--- src/rtl/bcd_adj3.sv ---
// Single BCD digit pre-shift correction for double-dabble: adds 3 when the digit exceeds 4.
module bcd_adj3 (
  input  logic [3:0] i_digit,
  output logic [3:0] o_digit
);

  assign o_digit = (i_digit > 4'd4) ? i_digit + 4'd3 : i_digit;

endmodule

--- src/rtl/bin2bcd.sv ---
// Sequential binary-to-BCD converter (shift-and-add-3), one bit per cycle, four packed digits.
//  state   | meaning
//  S_IDLE  | ready for a new operand; start loads the shift chain
//  S_OP    | correct digits then shift one bit per cycle, BIN_W cycles
//  S_DONE  | one-cycle done_tick, digits final
module bin2bcd #(
  parameter int BIN_W = 13
) (
  input  logic             clk,
  input  logic             reset,
  input  logic             start,
  input  logic [BIN_W-1:0] bin,
  output logic             ready,
  output logic             done_tick,
  output logic [3:0]       bcd3,
  output logic [3:0]       bcd2,
  output logic [3:0]       bcd1,
  output logic [3:0]       bcd0
);

  localparam int N_W = $clog2(BIN_W + 1);
  localparam int CH_W = 16 + BIN_W;

  localparam logic [1:0] S_IDLE = 2'd0;
  localparam logic [1:0] S_OP   = 2'd1;
  localparam logic [1:0] S_DONE = 2'd2;

  logic [1:0]       state_reg, state_next;
  logic [N_W-1:0]   n_reg, n_next;
  logic [BIN_W-1:0] p2s_reg, p2s_next;
  logic [3:0]       bcd3_reg, bcd2_reg, bcd1_reg, bcd0_reg;
  logic [3:0]       bcd3_next, bcd2_next, bcd1_next, bcd0_next;

  logic [3:0]       w_adj3, w_adj2, w_adj1, w_adj0;
  logic [CH_W-1:0]  w_shift;

  bcd_adj3 u_adj3 (.i_digit(bcd3_reg), .o_digit(w_adj3));
  bcd_adj3 u_adj2 (.i_digit(bcd2_reg), .o_digit(w_adj2));
  bcd_adj3 u_adj1 (.i_digit(bcd1_reg), .o_digit(w_adj1));
  bcd_adj3 u_adj0 (.i_digit(bcd0_reg), .o_digit(w_adj0));

  // Whole corrected chain shifts as one vector; the thousands carry-out falls off the top.
  assign w_shift = {w_adj3, w_adj2, w_adj1, w_adj0, p2s_reg} << 1;

  always_ff @(posedge clk or posedge reset) begin
    if (reset) begin
      state_reg <= S_IDLE;
      n_reg     <= '0;
      p2s_reg   <= '0;
      bcd3_reg  <= '0;
      bcd2_reg  <= '0;
      bcd1_reg  <= '0;
      bcd0_reg  <= '0;
    end else begin
      state_reg <= state_next;
      n_reg     <= n_next;
      p2s_reg   <= p2s_next;
      bcd3_reg  <= bcd3_next;
      bcd2_reg  <= bcd2_next;
      bcd1_reg  <= bcd1_next;
      bcd0_reg  <= bcd0_next;
    end
  end

  always_comb begin
    state_next = state_reg;
    n_next     = n_reg;
    p2s_next   = p2s_reg;
    bcd3_next  = bcd3_reg;
    bcd2_next  = bcd2_reg;
    bcd1_next  = bcd1_reg;
    bcd0_next  = bcd0_reg;
    case (state_reg)
      S_IDLE: begin
        if (start) begin
          state_next = S_OP;
          n_next     = N_W'(BIN_W);
          p2s_next   = bin;
          bcd3_next  = '0;
          bcd2_next  = '0;
          bcd1_next  = '0;
          bcd0_next  = '0;
        end
      end
      S_OP: begin
        bcd3_next = w_shift[CH_W-1 -: 4];
        bcd2_next = w_shift[CH_W-5 -: 4];
        bcd1_next = w_shift[CH_W-9 -: 4];
        bcd0_next = w_shift[CH_W-13 -: 4];
        p2s_next  = w_shift[BIN_W-1:0];
        n_next    = n_reg - N_W'(1);
        if (n_reg == N_W'(1))
          state_next = S_DONE;
      end
      S_DONE: state_next = S_IDLE;
      default: state_next = S_IDLE;
    endcase
  end

  assign ready     = (state_reg == S_IDLE);
  assign done_tick = (state_reg == S_DONE);
  assign bcd3      = bcd3_reg;
  assign bcd2      = bcd2_reg;
  assign bcd1      = bcd1_reg;
  assign bcd0      = bcd0_reg;

endmodule

--- config.mk ---
export PLATFORM = sky130hd
export DESIGN_NAME = bin2bcd
export DESIGN_NICKNAME = d
export VERILOG_FILES = /design/src/rtl/bcd_adj3.sv /design/src/rtl/bin2bcd.sv
export SDC_FILE = /design/constraint.sdc
export NUM_CORES = 1
export LEC_CHECK = 0
export BUFFER_PORTS_ARGS = -buffer_cell sky130_fd_sc_hd__buf_4
export CAP_MARGIN = 20
export CORE_MARGIN = 4
export CORE_UTILIZATION = 54
export DETAILED_ROUTE_END_ITERATION = 16
export HOLD_SLACK_MARGIN = 0.02
export PLACE_DENSITY = 0.84
export SLEW_MARGIN = 0
export SYNTH_ARGS = -nofsm -noshare
export SYNTH_HDL_FRONTEND = slang
export SYNTH_SLANG_ARGS = --single-unit
export TNS_END_PERCENT = 10
--- constraint.sdc ---
create_clock -name clk -period 1.8 [get_ports clk]
set_clock_uncertainty 0.15 [all_clocks]
set_input_delay 0 -clock clk [delete_from_list [all_inputs] [get_ports clk]]
set_output_delay 0 -clock clk [all_outputs]
set_load 0.02 [all_outputs]
# Yosys cells after proc, flatten, opt, wreduce, memory -nomap -nowiden
# Cells that the tools add are included.
# W data, S select, Z words.
dict set report classes {
  add_sub_neg 5
  order_cmp 4
  n_eq_ne 5
  muxes 16
  n_reduce_logical 4
}
# cell n
set ops {}
lappend ops {{$pmux W4 S2} 5}
lappend ops {{$pmux W13 S2} 1}
lappend ops {{$mux W4} 5}
lappend ops {{$gt A4 B3 Y1 const B} 4}
lappend ops {{$mux W13} 1}
lappend ops {{$add A4 B2 Y4 const B} 3}
lappend ops {{$eq A4 B1 Y1 const B} 1}
lappend ops {{$mux W2} 2}
lappend ops {{$ne A2 B2 Y1 const B} 2}
lappend ops {{$pmux W2 S2} 1}
lappend ops {{$reduce_and A2 Y1} 2}
lappend ops {{$sub A4 B1 Y4 const B} 1}
lappend ops {{$add A3 B2 Y3 const B} 1}
lappend ops {{$mux W3} 1}
lappend ops {{$eq A2 B1 Y1 const B} 1}
lappend ops {{$eq A2 B2 Y1 const B} 1}
lappend ops {{$logic_not A2 Y1} 1}
lappend ops {{$reduce_bool A2 Y1} 1}
dict set report word_totals {
  regBits 35
  in_bits 16
  out_inout_bits 18
  wordCells 41
}

# Longest topological paths before layout
dict set report depth {
  word_depth 3
  ltp_mapped 5
  depth_no_buf 5
}

# Modules after synthesis
# A second synthesis with hierarchy kept.
dict set report unflattened {
  hier_cells 199
  hier_area_um2 1931.9
}
# module instances cells_each area_per_inst_um2 seq_area_each_um2
set modules_own_cells {}
lappend modules_own_cells {bin2bcd 1 139 1516.5 875.8}
lappend modules_own_cells {bcd_adj3 4 15 103.8 0.0}

# Worst setup path before layout
# OpenSTA, ideal clock, no wires.
dict set report synth_timing {
  kind {flip-flop to flip-flop}
  start {reg bcd3_reg[0], in the netlist bcd3[0]}
  end {reg bcd3_reg[2], in the netlist bcd3[2]}
  setup_ps 122
  arrival_ps 1328
  t_required_ps 1528
  setup_slack_ps 201
  path_stages_with_launch 6
  path_buffers 0
  synth_period_minus_slack_ps 1599
  cell_sequence {dfrtp_1 > inv_1 > ha_1 > nor2b_1 > or3_1 > a32o_1}
}
dict set report synth_between {
  elab_chain_cells 3
  word_cells_on_any_way 4
  classes_between {add/sub: 1; order compare: 1; mux: 2}
}
# element line
set synth_lines {}
lappend synth_lines {{start, declared} bin2bcd.sv:31} ;# logic [3:0] bcd3_reg, bcd2_reg, bcd1_reg, bcd0_reg;
lappend synth_lines {{start signal, assigned} bin2bcd.sv:58} ;# bcd3_reg <= bcd3_next;
lappend synth_lines {{$gt A4 B3 Y1 or $add A3 B2 Y3 (tied branches)} bcd_adj3.sv:7} ;# assign o_digit = (i_digit > 4'd4) ? i_digit + 4'd3 : i_digit;
lappend synth_lines {{$mux W3 (*)} bcd_adj3.sv:7}
lappend synth_lines {{$pmux W4 S2 (*)} bin2bcd.sv:73} ;# case (state_reg)
# Every way passes the cells marked *; elsewhere a longest branch is shown, timed or not.
# A chain may end at the register's enable or synchronous reset.

# Final worst setup path
dict set report layout_timing {
  start {reg state_reg[0]}
  end {reg bcd0_reg[2], in the netlist bcd0[2]}
}
dict set report layout_between {
  elab_chain_cells 3
  word_cells_on_any_way 6
  classes_between {eq/ne: 2; mux: 1; reduce/logical: 3}
}
# element line
set layout_lines {}
lappend layout_lines {{start, declared} bin2bcd.sv:28} ;# logic [1:0] state_reg, state_next;
lappend layout_lines {{start signal, assigned} bin2bcd.sv:55} ;# state_reg <= state_next;
lappend layout_lines {{$eq A2 B1 Y1 or $logic_not A2 Y1 (tied branches)} bin2bcd.sv:73}
lappend layout_lines {{$reduce_bool A2 Y1 (no source line) or $ne A2 B2 Y1 (tied branches)} --}
lappend layout_lines {{$reduce_and A2 Y1 (no source line)} --}
lappend layout_lines {{end signal, assigned} bin2bcd.sv:61} ;# bcd0_reg <= bcd0_next;
lappend layout_lines {{end, declared} bin2bcd.sv:31}
# Several ways; a longest one is shown, not always the timed one.

==> flow_summary_export.csv <==
group,metric,value,unit
cells_and_area,stdcell_area,0.00232,sq mm
yosys,syn_inst,187,
worst_setup_path,arrival,1.79,ns
global_routing,grt_start_max_net_pins,36,
cells_and_area,fillers,215,
floorplan,die_x,66.0,um
worst_setup_path,worstPathCellList,"nand2b_1 -> or4_1 -> o311ai_1",
global_routing,antenna_found_initial,0,
floorplan,core_area,0.00313,sq mm
timing,fin_ws,0.0990,ns
timing,fmaxAchievable,588,MHz
clock_tree,cts_made_buffers,5,
global_routing,grt_first_pass_wirelength,7470,um
power_and_ir_drop,power_density,1620,mW/mm^2
timing,setup_tns,0,ns
worst_setup_path,rr_endpoint,"bcd0[2]$_DFFE_PP0P_",
timing,worstMarginPinSlew,0.717,ns
timing,rsz0062_at_grt,"false",
placement,place_hpwl,2840,um
floorplan,die_y,66.0,um
detailed_routing,drtAntennaViolNets,0,
clock_tree,cts_resized,0,
worst_setup_path,critPathRequiredTime,1.89,ns
clock_tree,clk_latency,0.34,ns
floorplan,start_util,58.0,%
clock_tree,cts_sinks,35,
yosys,yosysTopAreaCellShare,48.3,%
yosys,seq_area_frac_synth,48.3,%
worst_setup_path,critPathLaunch,"state_reg[0]$_DFFE_PP0P_",
detailed_routing,wirelength,4450,um
power_and_ir_drop,p_leak,1.10,nW
flow_run,drv_cap,0,
timing,finalHoldViolCount,0,
detailed_routing,avgRoutedWirePerCell,15.8,um
yosys,synth.area.top_cells,"dfrtp_1 48%, o21ai_0 5.5%, ha_1 4.1%, nand2_1 3.9%, and3b_1 3.4%",
floorplan,ioPinCount,34,
cells_and_area,drive_above_1_share,19.8,%
global_routing,grtUsageTotal,22.8,%
worst_setup_path,r2r_slack,0.1,ns
timing,maxSlewViolCount,0,
clock_tree,clockBufferDepth,2,
yosys,synth.largest_area_cell,"dfrtp_1",
worst_setup_path,crit_path_start_kind,"flop",
cells_and_area,nets,258,
timing,finalSetupViolCount,0,
worst_setup_path,worst_r2r_path_depth,3,
detailed_routing,drt_iter0_markers,96,
worst_setup_path,rr_startpoint,"state_reg[0]$_DFFE_PP0P_",
worst_setup_path,cp_max_fo,11,
clock_tree,cts_tree,"built",
detailed_routing,dr.pass1.iters,4,
worst_setup_path,cp_slowest_cell,"or4_1",
floorplan,dieArea,0.00435,sq mm
hold_path,worstHoldPathType,"in2async",
worst_setup_path,crit_path_end_kind,"flop",
floorplan,rows,20,
power_and_ir_drop,p_total,3.76,mW
timing,fin_crit_sh,94.5,%
timing,slew_headroom,52.2,%
clock_tree,clk_pin_slew_worst_paths,0.10,ns
global_routing,grt_overflow,0,
clock_tree,clock_tree.root_cell,"clkbuf_4",
clock_tree,post-cts-setup-buffers,0,
yosys,yosysWarnings,0,
placement,portBuffers,33,
cells_and_area,largest_reg_flops,13,
timing,hold_slack,0.163,ns
detailed_routing,via_per_inst,5.66,
yosys,synth_nets,209,
detailed_routing,drc_errors,0,
clock_tree,htreeDepth,2,
yosys,syn_area,0.00181,sq mm
placement,place_congestion,0.845,
status,outcome,"complete, no violations",
worst_setup_path,critPathMaxStageDelay,0.54,ns
cells_and_area,diodes,0,
detailed_routing,vias,1591,
cells_and_area,syn_to_final_growth,27.7,%
power_and_ir_drop,ir_drop,0.000868,V
placement,dp_slack,0.155,ns
yosys,yosys_register_bits,35,
yosys,ys_types,33,
timing,finalCriticalPeriod,1.70,ns
worst_setup_path,critical_path_class,"reg2reg",
global_routing,grt_pass1_vias,1611,
yosys,avgSynthCellArea,9.70,sq um
placement,placed_area,0.00209,sq mm
[synthesized netlist by cell type]
cell / n
and3b_1: 7
o21ba_2: 1
inv_1: 12
clkbuf_2: 1
o21bai_2: 1
buf_6: 1
a32o_1: 5
or3_1: 1
buf_4: 2
a2bb2oi_1: 1
nand2b_1: 2
buf_2: 4
o21ai_0: 20
nand2_1: 19
nor3_1: 5
mux2i_1: 4
o21a_1: 4
and3_1: 1
dfrtp_1: 35
a31oi_1: 1
o32ai_1: 4
o31ai_1: 4
nand3b_1: 1
nor2_1: 10
clkbuf_1: 4
and2b_1: 2
a21oi_1: 9
nor2b_1: 5
o22ai_1: 4
or4_1: 3
ha_1: 6
o311ai_1: 3
a22oi_1: 5
[worst max-delay path, delay by kind of cell, from the launching register on]
family	cells	cell delay, ns
flip-flops	1	0.53
AO/OA/AOI/OAI	1	0.10
AND/OR/NAND/NOR	2	0.82
[worst max-delay path by stage]
stage                             end  slack (ns)  cells after the start
2_1_floorplan     bcd3[2]$_DFFE_PP0P_        0.20                      5
3_3_place_gp      bcd0[2]$_DFFE_PP0P_        0.21                      3
3_5_place_dp      bcd2[2]$_DFFE_PP0P_        0.15                      3
4_1_cts           bcd0[2]$_DFFE_PP0P_        0.13                      3
5_1_grt        p2s_reg[1]$_DFFE_PP0P_       0.007                      3
6_report          bcd0[2]$_DFFE_PP0P_         0.1                      3
[final cells by class]
| class | count | area [sq um] | area share, % |
|---|---|---|---|
| clock buffers | 8 | 68.8 | 2.97 |
| multi-input cells | 128 | 827 | 35.7 |
| flip-flops and latches | 35 | 876 | 37.8 |
| inverters | 12 | 45.0 | 1.94 |
| repair buffers | 54 | 445 | 19.2 |
| well taps | 44 | 55.1 | 2.38 |
[metrics by stage]
step	std cells	util, %
2_1_floorplan	187	-
3_3_place_gp	257	66.8
3_5_place_dp	257	66.8
4_1_cts	281	74.1
5_1_grt	281	74.1
6_report	281	74.1
[power breakdown]
part           total, mW  internal [mW]  switching [mW]
combinational       1.85          0.856           0.997
clock              0.489          0.230           0.259
sequential          1.42           1.11           0.314
[cells by family (layout without fill, tap and decap cells)]
logic type                 Yosys count  in the layout  share of synthesized area, %
and+or+nand+nor                     56             56                          16.3
AOI/OAI and AO/OA                   62             62                          22.9
buffers and inverters               24             74                          6.14
DFF                                 35             35                          48.3
muxes                                4              4                          2.21
adders and majority gates            6              6                          4.14
[routing by layer]
layer  up-vias  track usage [%]  share of wire, %
met4         0             13.2               3.1
li1        774                -                 -
met3        11             4.25               4.2
met5         -                0                 0
met1       758             27.1                41
met2        48             38.3                52
[cells in the final DEF, fill, tap and decap left out, drive strengths merged, types with 5 or more instances in the layout]
cell	count
buf	38
dfrtp	35
o21ai	20
nand2	19
dlygate4sd3	16
inv	12
nor2	10
a21oi	9
clkbuf	8
and3b	7
ha	6
a22oi	5
a32o	5
nor3	5
nor2b	5
[timing repair]
item	CTS	global route
hold buffers	16	0
endpoints found under the setup margin	0	0
endpoints found under the hold margin	48	0
Note: power is estimated with default switching activity, not from simulation.
